$ cat src/rtl/if_id_fifo.sv
// if_id_fifo: DEPTH-entry fetch/decode buffer with valid/ready on both sides and single-cycle flush.
// Define IF_ID_PERF_EN to add the stall_cycles and flush_count performance counters.
module if_id_fifo #(
  parameter int ADDR_W = 32,
  parameter int INST_W = 32,
  parameter int DEPTH = 2,
  localparam int CNT_W = $clog2(DEPTH) + 1
) (
  input  logic              clk,
  input  logic              rst,
  input  logic              flush,
  input  logic              if_valid,
  output logic              if_ready,
  input  logic [ADDR_W-1:0] if_pc,
  input  logic [INST_W-1:0] if_inst,
  output logic              id_valid,
  input  logic              id_ready,
  output logic [ADDR_W-1:0] id_pc,
  output logic [INST_W-1:0] id_inst,
`ifdef IF_ID_PERF_EN
  output logic [31:0]       stall_cycles,
  output logic [31:0]       flush_count,
`endif
  output logic [CNT_W-1:0]  count
);
  localparam int PW = $clog2(DEPTH);
  logic [ADDR_W-1:0] mem_pc [DEPTH];
  logic [INST_W-1:0] mem_inst [DEPTH];
  logic [PW-1:0] rd_ptr, wr_ptr;
  logic full, empty, push, pop;
  assign full = count == CNT_W'(DEPTH);
  assign empty = count == '0;
  assign if_ready = !full;
  assign id_valid = !empty;
  assign push = if_valid && if_ready && !flush;
  assign pop = id_valid && id_ready && !flush;
  // head is forced to zero when empty so decode sees a NOP bubble
  assign id_pc = empty ? '0 : mem_pc[rd_ptr];
  assign id_inst = empty ? '0 : mem_inst[rd_ptr];
  always_ff @(posedge clk) begin
    if (push) begin
      mem_pc[wr_ptr] <= if_pc;
      mem_inst[wr_ptr] <= if_inst;
    end
  end
  always_ff @(posedge clk or posedge rst) begin
    if (rst) begin
      rd_ptr <= '0;
      wr_ptr <= '0;
      count <= '0;
    end else if (flush) begin
      rd_ptr <= '0;
      wr_ptr <= '0;
      count <= '0;
    end else begin
      if (push) wr_ptr <= wr_ptr + 1'b1;
      if (pop) rd_ptr <= rd_ptr + 1'b1;
      if (push && !pop) count <= count + 1'b1;
      else if (pop && !push) count <= count - 1'b1;
    end
  end
`ifdef IF_ID_PERF_EN
  always_ff @(posedge clk or posedge rst) begin
    if (rst) begin
      stall_cycles <= '0;
      flush_count <= '0;
    end else begin
      if (if_valid && !if_ready) stall_cycles <= stall_cycles + 1'b1;
      if (flush) flush_count <= flush_count + 1'b1;
    end
  end
`endif
endmodule

$ cat config.mk
export PLATFORM = sky130hd
export DESIGN_NAME = if_id_fifo
export DESIGN_NICKNAME = d
export VERILOG_FILES = /design/src/rtl/if_id_fifo.sv
export SDC_FILE = /design/constraint.sdc
export NUM_CORES = 1
export LEC_CHECK = 0
export BUFFER_PORTS_ARGS = -buffer_cell sky130_fd_sc_hd__buf_2
export CAP_MARGIN = 20
export CORE_AREA = 2 2 100 102
export CTS_BUF_LIST = sky130_fd_sc_hd__clkbuf_8
export CTS_CLUSTER_DIAMETER = 150
export DETAILED_ROUTE_END_ITERATION = 7
export DIE_AREA = 0 0 102 104
export PLACE_DENSITY = 0.82
export SETUP_SLACK_MARGIN = 0.3
export SYNTH_ARGS = -nofsm -noshare
export SYNTH_HDL_FRONTEND = slang
export SYNTH_SLANG_ARGS = --single-unit
$ cat constraint.sdc
create_clock -name clk -period 6.6 [get_ports clk]
set_input_delay 1.98 -clock clk [delete_from_list [all_inputs] [get_ports clk]]
set_output_delay 1.98 -clock clk [all_outputs]
set_load 0.05 [all_outputs]
==> results by group, run 1 <==
Floorplan
  – Core region area: 9549 µm²
  – Starting density of the core: 52.86%
  – Top-level I/O count: 137
  – Die Y-Extent: 104 µm
  – Row count: 36
  – Horiz. Die Dim: 102 µm
  – Die ar.: 10610 µm²

Placed design
  – Post-place instance area: 5867 µm²
  – Buffers added on ports: 136
  – Routability cong.: 0.7418
  – Post-detailed-placement half-perimeter wirelength: 5515 µm
  – Cell count after placement: 556

Detailed routing
  – Iteration-0 DRC Markers: 132
  – Detailed-route DRC error count: 0
  – First-pass iteration count of the detailed router: 4
  – Routed len/inst: 15.18 µm
  – Routed via count divided by cell count: 4.864
  – Final antenna-violating net count: 0
  – Total via count in the routed design: 2860
  – WL final: 8928 µm

Clocking
  – Number of buffers on the longest clock path: 2
  – H-tree lvl count: 4
  – TritonCTS clock tree: built
  – Clock Latency Late Sink: 420 ps
  – Postcts setup bufs: 0
  – CTS Buf Count: 17
  – Clock-pin slew on the worst setup and hold paths: 70 ps
  – Post_cts resized: 0
  – CTS hold repair buffers: 0
  – Clock root buffer: sky130_fd_sc_hd__clkbuf_8
  – Clk sinks: 132

Power
  – NetSw: 0.0005172 W
  – Power Density: 305.8 nW/µm²
  – Fraction of power consumed by the clock network: 35.0%
  – Int Pwr: 0.001398 W
  – Switching fraction of total power: 27.00%
  – Leakage dissipation: 2.396 nW
  – IR Drop Worst-Case VDD: 0.0001713 V
  – Power share of the combinational group: 13.9%
  – Portion of total power attributed to sequential cells: 51.2%

Critical path
  – Required time worst endpoint: 4620 ps
  – Sort of element at the start of the critical path: flip-flop
  – Peak fanout along the critical path: 65
  – Critical Path AT: 2290 ps
  – Category of the critical setup timing path: reg2out
  – Nature of the critical path endpoint: primary output

Finish
  – Commonest non-fill, non-tap cell in the layout: sky130_fd_sc_hd__buf_2
  – Antenna diode count: 0
  – Post-layout net count: 511
  – Final Cell Area: 6265 µm²
  – Share of cells above drive strength 1: 38.02%
  – Top library cells by usage in the layout, fill and taps aside: sky130_fd_sc_hd__buf_2, sky130_fd_sc_hd__edfxtp_1, sky130_fd_sc_hd__nor2_1, sky130_fd_sc_hd__mux2i_1, sky130_fd_sc_hd__clkbuf_8
  – Area grow syn2layout: 24.12%
  – Number of cells in the finished layout apart from fillers: 588

Synth
  – Post-Syn Area per Cell: 16.94 µm²
  – Syn Nets: 367
  – Ys Warns: 0
  – Post-synth top flop: sky130_fd_sc_hd__edfxtp_1
  – Cell variety after synth: 21
  – Post-synthesis async set-or-reset flop share: 3.030%
  – Synth Instances: 298
  – Synth Register Bits: 132
  – Number of synthesized flops with an enable pin: 128
  – Cell area after synthesis: 5047 µm²
  – Seq/Total Area, Yosys: 78.14%

Timing
  – Final-report setup violation count: 0
  – Final period demand of the worst path: 4265 ps
  – Worst hold slack after final layout: 637.0 ps
  – Final sum of negative setup slack: 0 ps
  – Unrepaired setup endpoints after global routing: false
  – Number of max-slew violations in the final report: 0
  – Skew final: 8.039 ps
  – Tcrit/Tclk final: 64.63%
  – Number of endpoints with negative hold slack in the final report: 0
  – Pin slew with the least headroom to its limit: 1122 ps
  – Maximum frequency from static timing analysis: 0.2345 GHz
  – Normalized max-slew margin: 25.23%

Run
  – MaxCap Viol Count: 0

Global route
  – Vias in the first global route: 2893
  – Largest net degree at the start of global routing: 66
  – Residual overflow from global routing: 0
  – Overall routing resource usage: 17.51%
  – Initial antenna violation count: 1
  – Global-route wire length before repair: 13860 µm

Status
  – Status: finished, final reports clean

Min path
  – Class of the tightest hold or removal check: reg2reg
==> through the flow <==
step	total power, W	util (%)	worst slack [ps]
finish	0.001915	65.61	2335
global route	0.001985	65.61	2115
CTS	0.001934	65.61	2273
detailed placement	0.001268	61.44	2744
global placement	0.001262	61.44	2790
floorplan	0.001192	-	1528
==> logic make-up after synthesis <==
group,count (synthesis),synth area share (%)
flip-flops,132,78.14
AND/OR/NAND/NOR,74,5.949
multiplexers,65,12.89
buffers and inverters,18,1.958
AO/OA/AOI/OAI,8,0.8925
XOR/XNOR,1,0.1736
==> cell usage after synthesis (2+ instances only) <==
cell | number | share of area (%)
sky130_fd_sc_hd__nor3b_1 | 2 | 0.30
sky130_fd_sc_hd__inv_2 | 2 | 0.15
sky130_fd_sc_hd__buf_2 | 7 | 0.69
sky130_fd_sc_hd__nor2_1 | 66 | 4.9
sky130_fd_sc_hd__a21oi_1 | 4 | 0.40
sky130_fd_sc_hd__mux2i_1 | 65 | 13
sky130_fd_sc_hd__dfrtp_1 | 4 | 2.0
sky130_fd_sc_hd__buf_4 | 6 | 0.89
sky130_fd_sc_hd__inv_1 | 2 | 0.15
sky130_fd_sc_hd__edfxtp_1 | 128 | 76
sky130_fd_sc_hd__o21ai_0 | 2 | 0.20
==> layout make-up <==
cell class                 instances  area [µm²]
clock buffer                      17       234.0
clock inverter                    15       163.9
fill                             694        3284
inverter                           4       15.01
multi-input combinational        148        1035
sequential                       132        3948
tap                              133       166.4
timing repair buffer             139       703.2
==> registers in the layout (all words and copies together), names as in the netlist <==
signal    count
rd_ptr        1
mem_inst     64
count         2
mem_pc       64
wr_ptr        1
==> metal layers <==
metal | global-route usage, % | part of all wire [%] | vias up
met5 | 0 | 0.078 | -
met4 | 8.476 | 2.0 | 2
met3 | 6.384 | 7.4 | 15
met2 | 27.82 | 52 | 103
met1 | 21.04 | 38 | 1348
li1 | - | - | 1392
==> power by group through the flow <==
stage / combinational, W / sequential [W] / clock [W]
final: 0.000265 / 0.000980 / 0.000670
after global routing: 0.000283 / 0.000984 / 0.000718
after CTS: 0.000269 / 0.000981 / 0.000684
after detailed placement: 0.000268 / 0.000999 / 0
after global placement: 0.000264 / 0.000998 / 0
after floorplan: 0.000209 / 0.000983 / 0
==> critical path, cell delays in order, from the launching register on <==
cell and delay, ps:
sky130_fd_sc_hd__dfrtp_4 1150, sky130_fd_sc_hd__mux2i_1 220, sky130_fd_sc_hd__nor2_1 150, sky130_fd_sc_hd__buf_2 280
==> final timing paths <==
check	startpoint	depth (start not counted)	slack, ps	end
hold reg to reg	wr_ptr	2	640	wr_ptr
min in group asynchronous	rst	2	1430	wr_ptr
setup reg to reg	count[1]	5	4400	mem_inst[1][2]
hold / removal	wr_ptr	2	640	wr_ptr
setup / recovery	rd_ptr	3	2330	id_inst[31]
max in group asynchronous	rst	2	4990	rd_ptr
(Power assumes the default switching activity.)
==> inputs of run 2 (changes only) <==
- clock period: 6.6 -> 4.2 ns (I/O delays scaled with it)
==> results by group, run 2 (synthesized netlist as in run 1, its figures left out) <==
Status
  – Status: finished, final reports clean (unchanged)

Clocking
  – Clk sinks: 132 (unchanged)
  – H-tree lvl count: 4 (unchanged)
  – Postcts setup bufs: 0 (unchanged)
  – CTS Buf Count: 17 (unchanged)
  – Clock Latency Late Sink: 420 ps (about the same)
  – Clock root buffer: sky130_fd_sc_hd__clkbuf_8 (unchanged)
  – Clock-pin slew on the worst setup and hold paths: 70 ps (about the same)
  – Number of buffers on the longest clock path: 2 (unchanged)
  – Post_cts resized: 0 (unchanged)
  – CTS hold repair buffers: 0 (unchanged)
  – TritonCTS clock tree: built (unchanged)

Detailed routing
  – WL final: 8977 µm (was 8928 µm)
  – First-pass iteration count of the detailed router: 4 (unchanged)
  – Final antenna-violating net count: 0 (unchanged)
  – Total via count in the routed design: 2900 (was 2860)
  – Routed len/inst: 15.19 µm (was 15.18 µm)
  – Routed via count divided by cell count: 4.907 (was 4.864)
  – Iteration-0 DRC Markers: 154 (was 132)
  – Detailed-route DRC error count: 0 (unchanged)

Min path
  – Count of cells along the worst hold path: 2 (unchanged)
  – Class of the tightest hold or removal check: reg2reg (unchanged)

Placed design
  – Post-detailed-placement half-perimeter wirelength: 5815 µm (was 5515 µm)
  – Routability cong.: 0.7033 (was 0.7418)
  – Buffers added on ports: 136 (unchanged)
  – Post-place instance area: 5902 µm² (was 5867 µm²)

Timing
  – Unrepaired setup endpoints after global routing: false (unchanged)
  – Number of max-slew violations in the final report: 0 (unchanged)
  – Tcrit/Tclk final: 81.69%
  – Final sum of negative setup slack: 0 ps (unchanged)
  – Skew final: 7.666 ps (was 8.039 ps)
  – Normalized max-slew margin: 42.92% (was 25.23%)
  – Final-report setup violation count: 0 (unchanged)
  – Maximum frequency from static timing analysis: 0.2915 GHz
  – Final period demand of the worst path: 3431 ps
  – Number of endpoints with negative hold slack in the final report: 0 (unchanged)
  – Pin slew with the least headroom to its limit: 856.3 ps (was 1122 ps)

Power
  – Power Density: 468.9 nW/µm² (was 305.8 nW/µm²)
  – Leakage dissipation: 2.399 nW (was 2.396 nW)
  – IR Drop Worst-Case VDD: 0.0002857 V (was 0.0001713 V)

Finish
  – Final Cell Area: 6276 µm² (was 6265 µm²)
  – Antenna diode count: 0 (unchanged)
  – Number of fill cells in the layout: 711 (was 694)
  – Area of the multi-input gates: 1035 µm² (unchanged)
  – Storage element area: 3948 µm² (unchanged)
  – Regs by FF count: mem_inst: 64 flops, mem_pc: 64 flops, count: 2 flops (unchanged)
  – Area grow syn2layout: 24.34% (was 24.12%)
  – Share of cells above drive strength 1: 39.08% (was 38.02%)
  – Post-layout net count: 514 (was 511)
  – Commonest non-fill, non-tap cell in the layout: sky130_fd_sc_hd__buf_2 (unchanged)
  – Top library cells by usage in the layout, fill and taps aside: sky130_fd_sc_hd__buf_2, sky130_fd_sc_hd__edfxtp_1, sky130_fd_sc_hd__nor2_1, sky130_fd_sc_hd__mux2i_1, sky130_fd_sc_hd__clkbuf_8 (unchanged)

Floorplan
  – Die Y-Extent: 104 µm (unchanged)
  – Row count: 36 (unchanged)
  – Starting density of the core: 52.86% (unchanged)
  – Die ar.: 10610 µm² (unchanged)
  – Core region area: 9549 µm² (unchanged)
  – Top-level I/O count: 137 (unchanged)
  – Horiz. Die Dim: 102 µm (unchanged)

Critical path
  – Number of cells on the worst reg-to-reg path: 5 (unchanged)
  – Sort of element at the start of the critical path: flip-flop (unchanged)
  – Nature of the critical path endpoint: primary output (unchanged)
  – Peak fanout along the critical path: 36 (was 65)
  – Category of the critical setup timing path: reg2out (unchanged)
  – Required time worst endpoint: 2940 ps (was 4620 ps)
  – Critical Path AT: 2170 ps (was 2290 ps)

Global route
  – Vias in the first global route: 2925 (was 2893)
  – Initial antenna violation count: 0 (was 1)
  – Residual overflow from global routing: 0 (unchanged)
  – Overall routing resource usage: 17.45% (was 17.51%)
  – Largest net degree at the start of global routing: 65 (was 66)
  – Global-route wire length before repair: 13680 µm (was 13860 µm)

Run
  – MaxCap Viol Count: 0 (unchanged)
==> run 2: worst max-delay path: stages, from the launching register on <==
cell                      delay (ps)
sky130_fd_sc_hd__dfrtp_4         860
sky130_fd_sc_hd__buf_12          320
sky130_fd_sc_hd__mux2i_1         240
sky130_fd_sc_hd__nor2_1           80
sky130_fd_sc_hd__buf_2           230
==> run 2: area by class of cell <==
class / count / area share, %
multi-input cells: 148 / 16.49
clock inverters: 15 / 2.233
well taps: 133 / 2.652
flip-flops and latches: 132 / 62.90
inverters: 4 / 0.2392
repair buffers: 142 / 11.76
clock buffers: 17 / 3.728
==> run 2: routing by layer <==
| metal | GRT usage, % | vias to the layer above | part of all wire [%] |
|---|---|---|---|
| met2 | 29.70 | 110 | 53 |
| met3 | 5.981 | 15 | 6.2 |
| li1 | - | 1403 | - |
| met1 | 19.62 | 1372 | 39 |
| met4 | 7.714 | 0 | 2.0 |
| met5 | 0 | - | 0 |
==> run 2: per-stage QoR <==
stage	total power (W)	hold slack, ps	std cells	utilization (%)	setup WS [ps]
floorplan	0.001873	576.0	298	-	683.6
global placement	0.001989	599.5	559	61.81	1205
detailed placement	0.001998	640.7	559	61.81	1198
CTS	0.002973	654.1	591	65.72	726.5
global route	0.003050	679.4	591	65.72	593.5
finish	0.002943	653.4	591	65.72	769.0
==> run 2: report_power, final <==
part | switching, W | internal (W) | leakage, nW | total (W)
Clock | 0.000460 | 0.000518 | 0.182 | 0.000978
Combinational | 0.000314 | 0.000121 | 0.991 | 0.000435
Sequential | 0.0000305 | 0.00150 | 1.23 | 0.00153
==> run 2: final timing paths <==
kind / from / end / slack, ps
min: wr_ptr / wr_ptr / 650
max in group asynchronous: rst / rd_ptr / 3300
min in group asynchronous: rst / count[0] / 720
min reg2reg: wr_ptr / wr_ptr / 650
max reg2reg: count[1] / mem_pc[1][31] / 1970
max: rd_ptr / id_pc[1] / 770
